### src/rtl/mem_access_arbiter.sv
// mem_access_arbiter: shares one byte-lane memory port between instruction fetch and data accesses
//   clk, rst                   clock, async active-high reset
//   if_req/if_addr             fetch request (held until if_ready)
//   if_ready                   fetch accepted this cycle
//   if_rvalid/if_rdata/if_err  fetch response, one cycle after acceptance
//   d_req/d_we/d_funct3        data request (held until d_ready), store flag, RISC-V funct3
//   d_addr/d_wdata             data address and store data
//   d_ready                    data request accepted this cycle
//   d_rvalid/d_rdata/d_err     data response, one cycle after acceptance
//   mem_*                      memory drive: write strobe, funct3, addresses, write data, read data (1-cycle latency)
module mem_access_arbiter #(
   parameter int STARVE_LIMIT  = 4,
   parameter int RAM_ADDR_BITS = 13
) (
   input  logic        clk,
   input  logic        rst,
   input  logic        if_req,
   input  logic [31:0] if_addr,
   output logic        if_ready,
   output logic        if_rvalid,
   output logic [31:0] if_rdata,
   output logic        if_err,
   input  logic        d_req,
   input  logic        d_we,
   input  logic [2:0]  d_funct3,
   input  logic [31:0] d_addr,
   input  logic [31:0] d_wdata,
   output logic        d_ready,
   output logic        d_rvalid,
   output logic [31:0] d_rdata,
   output logic        d_err,
   output logic        mem_write,
   output logic [2:0]  mem_funct3,
   output logic [31:0] mem_write_address,
   output logic [31:0] mem_write_data,
   output logic [31:0] mem_read_address,
   input  logic [31:0] mem_read_data
);
   localparam int CW = (STARVE_LIMIT < 1) ? 1 : $clog2(STARVE_LIMIT + 1);
   typedef enum logic [1:0] {OWN_NONE, OWN_IF, OWN_D} owner_t;
   owner_t        owner, owner_nx;
   logic          err, err_nx, is_store, is_store_nx;
   logic [CW-1:0] starve_cnt, starve_nx;
   logic          fetch_force, grant, fault, misaligned, in_ram, in_mmio;
   logic [31:0]   addr;
   logic [2:0]    f3;
   // IF is forced through once data has won STARVE_LIMIT times in a row while IF waited
   assign fetch_force = if_req & (starve_cnt == CW'(STARVE_LIMIT));
   assign d_ready     = d_req & ~fetch_force;
   assign if_ready    = if_req & ~d_ready;
   assign grant       = if_ready | d_ready;
   assign addr        = d_ready ? d_addr : (if_ready ? if_addr : 32'd0);
   assign f3          = d_ready ? d_funct3 : 3'b010;
   // fetches use funct3 010, so they get the word alignment check
   assign misaligned  = ((f3[1:0] == 2'b01) & addr[0]) | ((f3[1:0] == 2'b10) & (addr[1:0] != 2'b00));
   assign in_ram      = (addr >> RAM_ADDR_BITS) == 32'd0;
   assign in_mmio     = addr >= 32'hFFFF_FFF4;
   assign fault       = misaligned | ~(in_ram | in_mmio);
   assign mem_read_address  = addr;
   assign mem_write_address = addr;
   assign mem_funct3        = f3;
   assign mem_write         = d_ready & d_we & ~fault;
   assign mem_write_data    = d_wdata;
   always_comb begin
      owner_nx    = d_ready ? OWN_D : (if_ready ? OWN_IF : OWN_NONE);
      err_nx      = grant & fault;
      is_store_nx = d_ready & d_we;
      starve_nx   = (if_ready | ~if_req) ? '0 :
                    (d_ready & (starve_cnt != CW'(STARVE_LIMIT))) ? starve_cnt + 1'b1 : starve_cnt;
   end
   always_ff @(posedge clk or posedge rst) begin
      if (rst) begin
         owner      <= OWN_NONE;
         err        <= 1'b0;
         is_store   <= 1'b0;
         starve_cnt <= '0;
      end else begin
         owner      <= owner_nx;
         err        <= err_nx;
         is_store   <= is_store_nx;
         starve_cnt <= starve_nx;
      end
   end
   // responses are gated by owner so nothing leaks out while idle or after reset
   assign if_rvalid = owner == OWN_IF;
   assign d_rvalid  = owner == OWN_D;
   assign if_err    = if_rvalid & err;
   assign d_err     = d_rvalid & err;
   assign if_rdata  = (if_rvalid & ~err) ? mem_read_data : 32'd0;
   assign d_rdata   = (d_rvalid & ~err & ~is_store) ? mem_read_data : 32'd0;
endmodule

### config.mk
export PLATFORM = sky130hd
export DESIGN_NAME = mem_access_arbiter
export DESIGN_NICKNAME = d
export VERILOG_FILES = /design/src/rtl/mem_access_arbiter.sv
export SDC_FILE = /design/constraint.sdc
export NUM_CORES = 1
export LEC_CHECK = 0
export CAP_MARGIN = 20
export CORE_AREA = 2 2 118 120
export CTS_BUF_LIST = sky130_fd_sc_hd__clkbuf_4 sky130_fd_sc_hd__clkbuf_8 sky130_fd_sc_hd__clkbuf_16
export CTS_CLUSTER_SIZE = 12
export DETAILED_ROUTE_END_ITERATION = 16
export DIE_AREA = 0 0 120 122
export GPL_ROUTABILITY_DRIVEN = 0
export PLACE_DENSITY = 0.57
export SLEW_MARGIN = 20
export SYNTH_ARGS = -nofsm -noshare
export SYNTH_HDL_FRONTEND = slang
export SYNTH_SLANG_ARGS = --single-unit
### constraint.sdc
create_clock -name clk -period 3.2 [get_ports clk]
set_clock_uncertainty 0.2 [all_clocks]
set_input_delay 0.48 -clock clk [delete_from_list [all_inputs] [get_ports clk]]
set_output_delay 0.48 -clock clk [all_outputs]
set_load 0.005 [all_outputs]
Word level (Yosys, flattened, before mapping)
Cells that the tools add are included.
{"block": "totals", "regBits": 7}
{"block": "classes", "bitwise_logic": 26, "reduce_logical": 3, "n_mux": 9, "order_cmp": 1, "addsub": 1, "eq_ne": 6}
{"op": "32-bit two-way mux", "n": 4}
{"op": "32-bit greater-or-equal comparator, second input constant", "n": 1}
{"op": "32-bit zero test", "n": 1}
{"op": "1-bit bitwise AND", "n": 14}
{"op": "3-bit two-way mux", "n": 3}
{"op": "1-bit NOT", "n": 7}
{"op": "1-bit OR", "n": 5}
{"op": "2-bit by 1-bit == test with 1-bit output, second input constant", "n": 2}
{"op": "2-bit == test, second input constant", "n": 2}
{"op": "2-bit nonzero test", "n": 2}
{"op": "3-bit by 1-bit adder with 3-bit output, second input constant", "n": 1}
{"op": "3-bit == test, second input constant", "n": 1}
{"op": "3-bit != test, second input constant", "n": 1}
{"op": "2-bit two-way mux", "n": 1}
{"op": "1-bit two-way mux", "n": 1}

Depth between registers and ports, before layout
Gate-level depths: netlist of the first run.
{"block": "logic_depth", "word_depth": 14, "mapped_depth": 11, "mapped_depth_nobuf": 8}

Worst setup path after synthesis of the first run
Ideal clock, no wire load.
{"block": "synth_path", "kind": "in2out", "startpoint": "input port d_req", "endpoint": "output port mem_write", "path_buffers": 2, "path_slack_ps": 179, "t_arrival_ps": 2341, "cell_stages": 8, "cell_sequence": "buf_4 -> a21boi_1 -> buf_4 -> o22ai_1 -> nand4_1 -> or4_1 -> o31a_1 -> nor3b_1"}
{"block": "synth_via", "elab_chain_len": 11, "word_cells_on_any_way": 20, "cone_classes": "1 x order compare; 2 x eq/ne; 3 x mux; 12 x bitwise; 2 x reduce/logical"}
{"element": "from (decl)", "line_no": "23", "rtl": "input logic d_req,"}
{"element": "1-bit bitwise AND (*)", "line_no": "49", "rtl": "assign d_ready = d_req & ~fetch_force;"}
{"element": "1-bit NOT", "line_no": "50", "rtl": "assign if_ready = if_req & ~d_ready;"}
{"element": "1-bit bitwise AND", "line_no": "50"}
{"element": "32-bit two-way mux", "line_no": "52", "rtl": "assign addr = d_ready ? d_addr : (if_ready ? if_addr : 32'd0);"}
{"element": "32-bit two-way mux (*)", "line_no": "52"}
{"element": "via mem_read_address[18]", "line_no": "36", "rtl": "output logic [31:0] mem_read_address,"}
{"element": "32-bit greater-or-equal comparator / 32-bit zero test (equally long branches)", "line_no": "57, 56"}
{"element": "1-bit OR (*)", "line_no": "58", "rtl": "assign fault = misaligned | ~(in_ram | in_mmio);"}
{"element": "1-bit NOT (*)", "line_no": "58"}
{"element": "1-bit OR (*)", "line_no": "58"}
{"element": "1-bit NOT (*)", "line_no": "62", "rtl": "assign mem_write = d_ready & d_we & ~fault;"}
{"element": "1-bit bitwise AND (*)", "line_no": "62"}
{"element": "to (decl)", "line_no": "32", "rtl": "output logic mem_write,"}
Mark *: on every way through the listed nets, which the timed path passes. The rest lies on a longest branch.

Worst setup path in the final report of the first run
{"block": "layout_path", "startpoint": "register starve_cnt[1]", "endpoint": "output port mem_write"}
{"block": "layout_via", "elab_chain_len": 14, "word_cells_on_any_way": 23, "cone_classes": "1 x order compare; 3 x eq/ne; 3 x mux; 14 x bitwise; 2 x reduce/logical"}
{"element": "from (decl)", "line_no": "43", "rtl": "logic [CW-1:0] starve_cnt, starve_nx;"}
{"element": "from (signal assigned)", "line_no": "81", "rtl": "starve_cnt <= starve_nx;"}
{"element": "3-bit == test (*)", "line_no": "48", "rtl": "assign fetch_force = if_req & (starve_cnt == CW'(STARVE_LIMIT));"}
{"element": "1-bit bitwise AND (*)", "line_no": "48"}
{"element": "1-bit NOT (*)", "line_no": "49"}
{"element": "1-bit bitwise AND (*)", "line_no": "49"}
{"element": "1-bit NOT", "line_no": "50"}
{"element": "1-bit bitwise AND", "line_no": "50"}
{"element": "32-bit two-way mux (2 in series)", "line_no": "52"}
{"element": "32-bit greater-or-equal comparator (tied with other cells)", "line_no": "57", "rtl": "assign in_mmio = addr >= 32'hFFFF_FFF4;"}
{"element": "1-bit OR / 1-bit bitwise AND (equally long branches)", "line_no": "58, 55"}
{"element": "1-bit NOT / 1-bit OR (equally long branches)", "line_no": "58, 55"}
{"element": "1-bit OR", "line_no": "58"}
{"element": "1-bit NOT", "line_no": "62"}
{"element": "1-bit bitwise AND (*)", "line_no": "62"}
Mark *: on every way between the ends. The rest lies on a longest branch, timed or not.

==> summary.txt, run 1 <==
Floorplan
  • Die height: 122 um
  • Die area: 14,640 um2
  • Die X: 120 um
  • # IOs: 306
  • Area of the core: 13,500 um2
  • Cell Rows: 43
  • Initial Util: 14.70%

Run status
  • Status: finished, violations left
  • Failing checks: negative setup slack

STA
  • Final worst path period share: 102.2%
  • Max-slew violations: 0
  • Unrepaired setup endpoints after global routing: true
  • Final Setup Violations: 1
  • FMAX: 0.3057 GHz
  • Final Hold Viols: 0
  • Slew @ Worst Pin: 0.5145 ns
  • Slew HR: 65.50%
  • Tmin final: 3.271 ns
  • Setup WS post-layout: -0.07125 ns

Global routing
  • GR Util All Layers: 14.40%
  • Largest net degree at the start of global routing: 34
  • First-pass GRT wire length: 16,570 um
  • GR peak layer: met2
  • Number of global-route vias before repair: 3,038
  • Met2 Usage GRT: 26.99%
  • Met1 Use GR: 15.32%
  • Met3 track demand over resource: 4.635%
  • Global route total overflow: 0
  • Initial antenna violation count: 0

Setup path
  • Crit Reg-Reg Startpoint: starve_cnt[1]
  • CP endpoint kind: primary output
  • Critical path peak fanout: 7
  • Crit path required time: 2.52 ns
  • WS Path Type: reg -> out
  • Critical Path AT: 2.59 ns
  • Worst reg2reg endpoint: err
  • Reg-to-reg slack, setup: 0.53 ns
  • Worst reg-to-reg path cell count: 8
  • Startpoint Class: register

Detailed routing
  • Final WL: 11,530 um
  • Vias after detailed routing: 2,967
  • Wire per inst: 16.44 um
  • Iter 0 DRT Violations: 85
  • Vias per inst: 4.233
  • Drt first pass iters: 4
  • Number of nets still failing antenna checks after routing: 0
  • DRC: 0

Synthesis
  • Most numerous cell in the Yosys netlist: and2_1
  • Post-Syn Area: 1986 um2
  • Sequential-to-total area share from yosys stat: 8.822%
  • Register bit count reported by yosys: 7
  • Mean Syn Cell Area: 6.468 um2
  • Post-synthesis async set-or-reset flop share: 100.0%
  • Unique masters post-synth: 33
  • Synth top area cells: buf_4 (25%), and2_1 (22%), nand2_1 (11%)
  • Largest area contributor in the netlist: buf_4
  • Synthesized Nets: 445
  • Dominant synthesized flop cell: dfrtp_1
  • Post-synth EDFFs: 0
  • Most instantiated cells after synthesis: and2_1 (69), buf_4 (66), nand2_1 (58), o21ai_0 (18), o22ai_1 (14)
  • Syn Inst Count: 307
  • Ys Warns: 0
  • Top cell type's share of synthesized area: 24.95%

CTS
  • Hold_buf cts: 0
  • Clock Sinks: 7
  • CTS root buf: clkbuf_16
  • Clk slew on worst S/H paths: 0.04 ns
  • Clk buf depth: 2
  • H-tree Lvls: 1
  • CTS tree: yes
  • Skew-Pair Late Insertion Delay: 0.23 ns
  • CTS buffer count: 3

Power and ir drop
  • Power per Cell Area: 168.5 nW/um2
  • Worst vdd ir: 0.1220 mV
  • Pleak: 1.959 nW

Finish
  • Fillers: 1,407
  • Synth-to-Final Area Change: 136.9%
  • Layout cells sized above 1: 14.78%
  • Register area: 175.2 um2
  • Final Cell Area: 4705 um2
  • Fin cells: 701
  • Final net count: 660
  • Multi-input logic area: 1340 um2
  • Diode count: 0

Placed design
  • DP HPWL: 9251 um
  • # placed instances: 686
  • Port Buffers: 241
  • Area post-placement: 4374 um2

Hold path
  • Hold WC Path Type: in -> async

Run
  • # Max-Cap Violations: 0
-- critical path, cell delays in order (launching register included) --
cell,delay (ns)
dfrtp_1,0.36
inv_2,0.06
ha_4,0.19
and3_4,0.23
o22ai_2,0.22
nand4_1,0.14
or4_1,0.54
o31a_1,0.31
nor3b_2,0.16
buf_2,0.14
-- kinds of logic (layout without fill, tap and decap cells) --
logic type,after synthesis,after routing,share of synthesized area (%)
AO/OA/AOI/OAI,44,45,15.00
AND/OR/NAND/NOR,164,165,43.60
flip-flops,7,7,8.822
adder cells (fa/ha/maj),2,2,1.260
multiplexers,1,1,0.5041
buffers and inverters,88,300,30.37
XOR/XNOR,1,1,0.4412
-- per-stage QoR --
| step | hold WS (ns) | utilization, % | setup WS, ns | total power [mW] | setup TNS (ns) |
|---|---|---|---|---|---|
| floorplan | 0.08340 | - | 0.1792 | 0.2691 | 0 |
| global placement | 0.3077 | 32.39 | -0.7171 | 0.5375 | -10.40 |
| detailed placement | 0.3277 | 32.39 | -0.7860 | 0.5402 | -10.89 |
| CTS | 0.2921 | 34.12 | -0.09841 | 0.7846 | -0.09841 |
| global route | 0.3235 | 34.84 | -0.1782 | 0.8286 | -0.2048 |
| finish | 0.2799 | 34.84 | -0.07125 | 0.7927 | -0.07125 |
-- final cells by class --
type | count | share of cell area [%]
clock buffers | 4 | 1.755
inverters | 4 | 0.3191
well taps | 180 | 4.787
flip-flops and latches | 7 | 3.723
repair buffers | 292 | 60.93
multi-input cells | 214 | 28.48
-- routing by layer --
metal / vias up / routed length (um)
met5: - / 0
met4: 0 / 262
met3: 19 / 1293
met2: 212 / 5900
met1: 1356 / 4071
li1: 1380 / -
-- what timing repair did --
| action | 4_1_cts | 5_1_grt |
|---|---|---|
| cloned | 3 | 1 |
| resized for setup | 23 | 24 |
| pin swaps | 3 | 1 |
| setup buffers | 6 | 1 |
| setup endpoints to repair | 39 | 25 |
-- flip-flops by register name (all words and copies together), names as in the netlist --
signal      cells
is_store        1
starve_cnt      3
err             1
owner           2
-- cell usage in the layout, fill, tap and decap left out, types with 2 or more instances in the layout --
cell type,n
o22ai_4,3
clkbuf_16,4
nand4_1,9
nand2_1,58
nand3_1,3
buf_4,46
inv_1,3
clkdlybuf4s50_1,227
o22ai_1,6
a22o_1,4
and3_4,2
o21ai_0,11
dfrtp_1,7
o21ai_1,6
nor2_1,8
and2_1,69
nor2b_1,3
dlymetal6s2s_1,9
nor4_1,5
a211oi_1,2
o22ai_2,8
dlygate4sd2_1,4
buf_12,3
nor3b_2,2
-- power by group --
group	switching (mW)	leakage (nW)	total (mW)	internal (mW)
sequential	0.00177	0.0870	0.0940	0.0923
clock	0.0477	0.0416	0.222	0.174
combinational	0.172	1.83	0.477	0.304
-- how the worst max path moves through the flow --
stage	from	cells past startpoint	end	slack, ns
global placement	if_req	8	mem_write	-0.72
global route	starve_cnt[1]	9	mem_write	-0.18
floorplan	d_req	8	mem_write	0.18
finish	starve_cnt[1]	9	mem_write	-0.07
CTS	starve_cnt[1]	10	mem_write	-0.1
detailed placement	if_req	8	mem_write	-0.79
(Power assumes the default switching activity.)
==> run 2, diff against run 1 <==
Settings changed: ABC_AREA set to 1, CELL_PAD_IN_SITES_DETAIL_PLACEMENT set to 1, CELL_PAD_IN_SITES_GLOBAL_PLACEMENT set to 1, CORE_AREA 2 2 118 120 to unset, CORE_MARGIN set to 3, CORE_UTILIZATION set to 12, DIE_AREA 0 0 120 122 to unset, PLACE_DENSITY 0.57 to 0.81.
==> summary.txt, run 2 <==
Floorplan
  • Cell Rows: 45
  • Die height: 132.8 um
  • Area of the core: 15,480 um2
  • # IOs: 306
  • Initial Util: 12.47%
  • Die X: 132.8 um
  • Die area: 17,650 um2

Global routing
  • Met1 Use GR: 11.88%
  • Met2 Usage GRT: 24.94%
  • GR Util All Layers: 12.38%
  • Initial antenna violation count: 0
  • Global route total overflow: 0
  • GR peak layer: met2
  • Met3 track demand over resource: 4.981%
  • Largest net degree at the start of global routing: 33
  • First-pass GRT wire length: 17,680 um
  • Number of global-route vias before repair: 3,406

Setup path
  • Startpoint Class: register
  • Crit Reg-Reg Startpoint: starve_cnt[0]
  • Critical Path AT: 2.31 ns
  • WS Path Type: reg -> out
  • Reg-to-reg slack, setup: 0.74 ns
  • Critical path peak fanout: 7
  • CP endpoint kind: primary output
  • Crit path required time: 2.52 ns
  • Worst reg2reg endpoint: err
  • Crit path to: mem_write
  • Worst reg-to-reg path cell count: 17
  • Worst Setup SP: starve_cnt[0]

CTS
  • Clock Sinks: 7
  • Hold_buf cts: 0
  • CTS buffer count: 3
  • Clk slew on worst S/H paths: 0.04 ns
  • CTS tree: yes
  • Skew-Pair Late Insertion Delay: 0.23 ns
  • Clk buf depth: 2
  • H-tree Lvls: 1
  • CTS root buf: clkbuf_16

Finish
  • Diode count: 0
  • Layout cells sized above 1: 17.42%
  • Max FFs per register: 3
  • Most common cell after layout, fill and taps aside: clkdlybuf4s50_1
  • Utilization after layout: 30.44%
  • Final Cell Area: 4713 um2
  • Largest Register: starve_cnt
  • Synth-to-Final Area Change: 144.1%
  • Regs by FF count: starve_cnt: 3 flops, owner: 2 flops
  • Final net count: 736
  • Commonest non-fill, non-tap cells in the layout: clkdlybuf4s50_1 (238), nand2_1 (94), nor2_1 (88)
  • Fin cells: 808

STA
  • Max-slew violations: 0
  • Final Setup Violations: 0
  • Setup WS post-layout: 0.2090 ns
  • Slew HR: 65.88%
  • FMAX: 0.3343 GHz
  • Aggregate negative setup slack: 0 ns
  • Final worst path period share: 93.47%
  • Tmin final: 2.991 ns
  • Slew @ Worst Pin: 0.5105 ns
  • Worst hold margin: 0.2796 ns
  • Final Hold Viols: 0

Detailed routing
  • Number of nets still failing antenna checks after routing: 0
  • Final WL: 11,820 um
  • DRC: 0
  • Vias after detailed routing: 3,030
  • Iter 0 DRT Violations: 36
  • Wire per inst: 14.62 um
  • Vias per inst: 3.750
  • Drt first pass iters: 4

Hold path
  • Hold WC Path Type: in -> async

Synthesis
  • Top cell type's share of synthesized area: 25.28%
  • Sequential-to-total area share from yosys stat: 9.073%
  • Mean Syn Cell Area: 5.260 um2
  • Post-synthesis async set-or-reset flop share: 100.0%
  • Ys Warns: 0
  • Most numerous cell in the Yosys netlist: nand2_1
  • Dominant synthesized flop cell: dfrtp_1
  • Post-Syn Area: 1931 um2
  • Synthesized Nets: 505
  • Most instantiated cells after synthesis: nand2_1 (100), nor2_1 (92), buf_4 (65), inv_1 (49), nand2_2 (20)
  • Post-synth EDFFs: 0
  • Unique masters post-synth: 22
  • Synth top area cells: buf_4 (25%), nand2_1 (19%), nor2_1 (18%)
  • Syn Inst Count: 367
  • Largest area contributor in the netlist: buf_4
  • Register bit count reported by yosys: 7

Power and ir drop
  • Worst vdd ir: 0.1316 mV
  • Total chip power: 813.0 uW
  • Pleak: 2.153 nW
  • Power per Cell Area: 172.5 nW/um2

Run
  • # Max-Cap Violations: 0

Placed design
  • Area post-placement: 4477 um2
  • Pre-CTS setup slack: -0.4906 ns
  • Port Buffers: 241
  • # placed instances: 797
  • DP HPWL: 10,290 um

Run status
  • Status: completed
[run 2: cell types whose count changed after synthesis, sizes merged, moves of 6 or more]
| cell | change |
|---|---|
| nor2 | +85 |
| and2 | -69 |
| nand2 | +63 |
| inv | +46 |
| o22ai | -17 |
| o21ai | -16 |
| nand4 | -7 |
| clkbuf | -6 |
[run 2: cell families after synthesis]
kind of cell | Yosys count | synth area share, %
compound gates | 6 | 2.333
xor+xnor | 1 | 0.4537
fa+ha+maj | 2 | 1.296
buf+inv | 126 | 38.89
flops | 7 | 9.073
simple gates | 225 | 47.96
[run 2: per-layer routing]
metal  part of all wire (%)  vias up
met5                      0        -
met4                   0.80        0
met3                     12        7
met2                     53      211
met1                     34     1349
li1                       -     1463
[run 2: report_power, final]
| group | switching [mW] | internal (mW) | total (mW) |
|---|---|---|---|
| clock | 0.0457 | 0.174 | 0.220 |
| combinational | 0.181 | 0.318 | 0.499 |
| sequential | 0.00178 | 0.0922 | 0.0940 |
| total | 0.228 | 0.585 | 0.813 |
[run 2: how the worst min path moves through the flow]
| stage | startpoint | slack (ns) | to | cells past startpoint |
|---|---|---|---|---|
| 3_3_place_gp | starve_cnt[0] | 0.32 | starve_cnt[0] | 2 |
| 2_1_floorplan | rst | 0.08 | err | 1 |
| 5_1_grt | rst | 0.31 | owner[0] | 2 |
| 3_5_place_dp | starve_cnt[0] | 0.32 | starve_cnt[0] | 2 |
| 4_1_cts | rst | 0.29 | starve_cnt[0] | 2 |
| 6_report | rst | 0.28 | starve_cnt[0] | 2 |
[run 2: cell type report]
type | count | area [um2]
clock buffers | 4 | 82.58
fillers | 1933 | 10770
inverters | 50 | 195.2
multi-input cells | 234 | 1055
flip-flops and latches | 7 | 175.2
well taps | 211 | 264.0
repair buffers | 302 | 2942
[run 2: worst max-delay path, stage by stage, from the launching register on]
cell	delay, ns
dfrtp_1	0.38
inv_2	0.08
ha_4	0.16
nand2_4	0.06
a21oi_4	0.22
buf_12	0.16
buf_6	0.13
nand2_2	0.05
nand2_2	0.09
nand2_1	0.07
nor2_1	0.12
nand2_1	0.06
nor2_1	0.10
nand2_1	0.07
nand2_2	0.08
nand2_2	0.07
nor2_2	0.06
buf_2	0.11
[run 2: repair_timing]
action	in CTS	in global routing
gates cloned	1	1
pin swaps	3	15
setup endpoints to repair	1	1
resized for setup	12	17
buffers inserted	4	3
==> run 3, diff against run 2 <==
Settings changed: CELL_PAD_IN_SITES_DETAIL_PLACEMENT 1 to unset, CELL_PAD_IN_SITES_GLOBAL_PLACEMENT 1 to unset, CORE_AREA set to 3 3 117 119, CORE_MARGIN 3 to unset, CORE_UTILIZATION 12 to unset, DIE_AREA set to 0 0 120 122, PLACE_DENSITY 0.81 to 0.58.
==> summary.txt, run 3 (synthesized netlist as in run 2, its figures left out) <==
Placed design
  • Pre-CTS setup slack: -0.3779 ns
  • # placed instances: 762
  • DP HPWL: 9355 um
  • Port Buffers: 241

Floorplan
  • Die X: 120 um
  • Die area: 14,640 um2
  • Cell Rows: 41
  • Initial Util: 15.24%
  • Die height: 122 um
  • # IOs: 306
  • Area of the core: 12,670 um2

Finish
  • Diode count: 0
  • Synth-to-Final Area Change: 142.8%
  • Layout cells sized above 1: 18.71%
  • Fillers: 1,371
  • Commonest non-fill, non-tap cells in the layout: clkdlybuf4s50_1 (238), nand2_1 (90), nor2_1 (88)
  • Final net count: 743
  • Most common cell after layout, fill and taps aside: clkdlybuf4s50_1
  • Largest Register: starve_cnt
  • Max FFs per register: 3
  • Fin cells: 776
  • Regs by FF count: starve_cnt: 3 flops, owner: 2 flops
  • Utilization after layout: 37.00%

Detailed routing
  • DRC: 0
  • Vias per inst: 3.852
  • Number of nets still failing antenna checks after routing: 0
  • Iter 0 DRT Violations: 70
  • Vias after detailed routing: 2,989
  • Wire per inst: 13.83 um
  • Drt first pass iters: 4
  • Final WL: 10,730 um

Global routing
  • Largest net degree at the start of global routing: 33
  • GR Util All Layers: 12.97%
  • Global route total overflow: 0
  • Initial antenna violation count: 1
  • Number of global-route vias before repair: 2,991
  • First-pass GRT wire length: 15,140 um

STA
  • Setup WS post-layout: 0.1941 ns
  • Final worst path period share: 93.94%
  • Final Hold Viols: 0
  • Final Setup Violations: 0
  • Slew HR: 78.91%
  • FMAX: 0.3327 GHz
  • Slew @ Worst Pin: 0.3164 ns
  • Tmin final: 3.006 ns
  • Max-slew violations: 0

Run
  • # Max-Cap Violations: 0

Setup path
  • Crit path to: mem_write
  • Critical Path AT: 2.33 ns
  • Crit path required time: 2.52 ns
  • CP endpoint kind: primary output
  • Startpoint Class: register
  • Worst reg-to-reg path cell count: 18
  • Worst Setup SP: starve_cnt[0]
  • Worst reg2reg endpoint: err
  • WS Path Type: reg -> out
  • Crit Reg-Reg Startpoint: starve_cnt[0]
  • Critical path peak fanout: 6
  • Reg-to-reg slack, setup: 0.73 ns

CTS
  • Clock Sinks: 7
  • CTS tree: yes
  • CTS root buf: clkbuf_16
  • CTS buffer count: 3
  • Clk buf depth: 2
  • Clk slew on worst S/H paths: 0.04 ns
  • Skew-Pair Late Insertion Delay: 0.23 ns
  • H-tree Lvls: 1

Hold path
  • Hold WC Path Type: in -> async

Power and ir drop
  • Pleak: 2.184 nW
  • Worst vdd ir: 0.1267 mV
  • Power per Cell Area: 172.9 nW/um2

Run status
  • Status: completed
[run 3: changes by cell type in the layout (fill, tap and decap cells not counted), moves of 2 or more]
| cell | previous run | this run |
|---|---|---|
| nand2_1 | 94 | 90 |
| inv_1 | 47 | 49 |
| buf_12 | 4 | 2 |
| inv_2 | 2 | 0 |
| buf_4 | 53 | 63 |
| nand2_2 | 25 | 30 |
[run 3: critical path: stages, from the launching register on]
cell     delay (ns)
dfrtp_1        0.33
inv_1          0.05
ha_1           0.23
nand2_2        0.11
a21oi_4        0.06
buf_4          0.14
buf_12         0.13
buf_4          0.13
nand2_2        0.05
nand2_2        0.05
buf_4          0.15
nor2_4         0.10
nand2_2        0.07
nor2_1         0.09
nand3_1        0.08
nand2_2        0.09
nand2_2        0.07
nor2_2         0.07
buf_2          0.11
[run 3: area by class of cell]
cell class / instances / area (um2) / area share (%)
multi-input cells: 234 / 1051 / 22.42
well taps: 172 / 215.2 / 4.590
inverters: 50 / 195.2 / 4.163
clock buffers: 4 / 82.58 / 1.761
repair buffers: 309 / 2969 / 63.33
flip-flops and latches: 7 / 175.2 / 3.736
[run 3: power by group]
group	switching, mW	internal, mW
combinational	0.176	0.321
sequential	0.00168	0.0922
clock	0.0454	0.174
total	0.223	0.587
[run 3: what timing repair did]
item	CTS	global route
gates cloned	1	1
hold buffers	0	0
setup buffers	2	7
resized for setup	9	18
pin swaps	5	12
setup endpoints to repair	1	1
[run 3: metrics by stage]
stage / hold WS, ns / power [mW] / TNS (ns) / cell area (um2)
finish: 0.2740 / 0.8105 / 0 / 4688
global route: 0.3210 / 0.8617 / -0.01757 / 4688
CTS: 0.2863 / 0.8063 / 0 / 4589
detailed placement: 0.3159 / 0.5704 / -0.3779 / 4446
global placement: 0.3116 / 0.5698 / -0.3366 / 4446
floorplan: 0.08340 / 0.2851 / 0 / 1931
[run 3: layer usage]
layer  up-vias  wire [um]  global-route usage, %
met4         2        176                  2.434
li1       1476          -                      -
met2       234       5481                  25.68
met3        21       1506                  5.896
met5         -         13                      0
met1      1256       3553                  12.28
[run 3: how the worst min path moves through the flow]
stage                  startpoint            end
finish                        rst            err
global route                  rst       owner[1]
CTS                           rst            err
detailed placement  starve_cnt[0]  starve_cnt[0]
global placement    starve_cnt[0]  starve_cnt[0]
floorplan                     rst            err
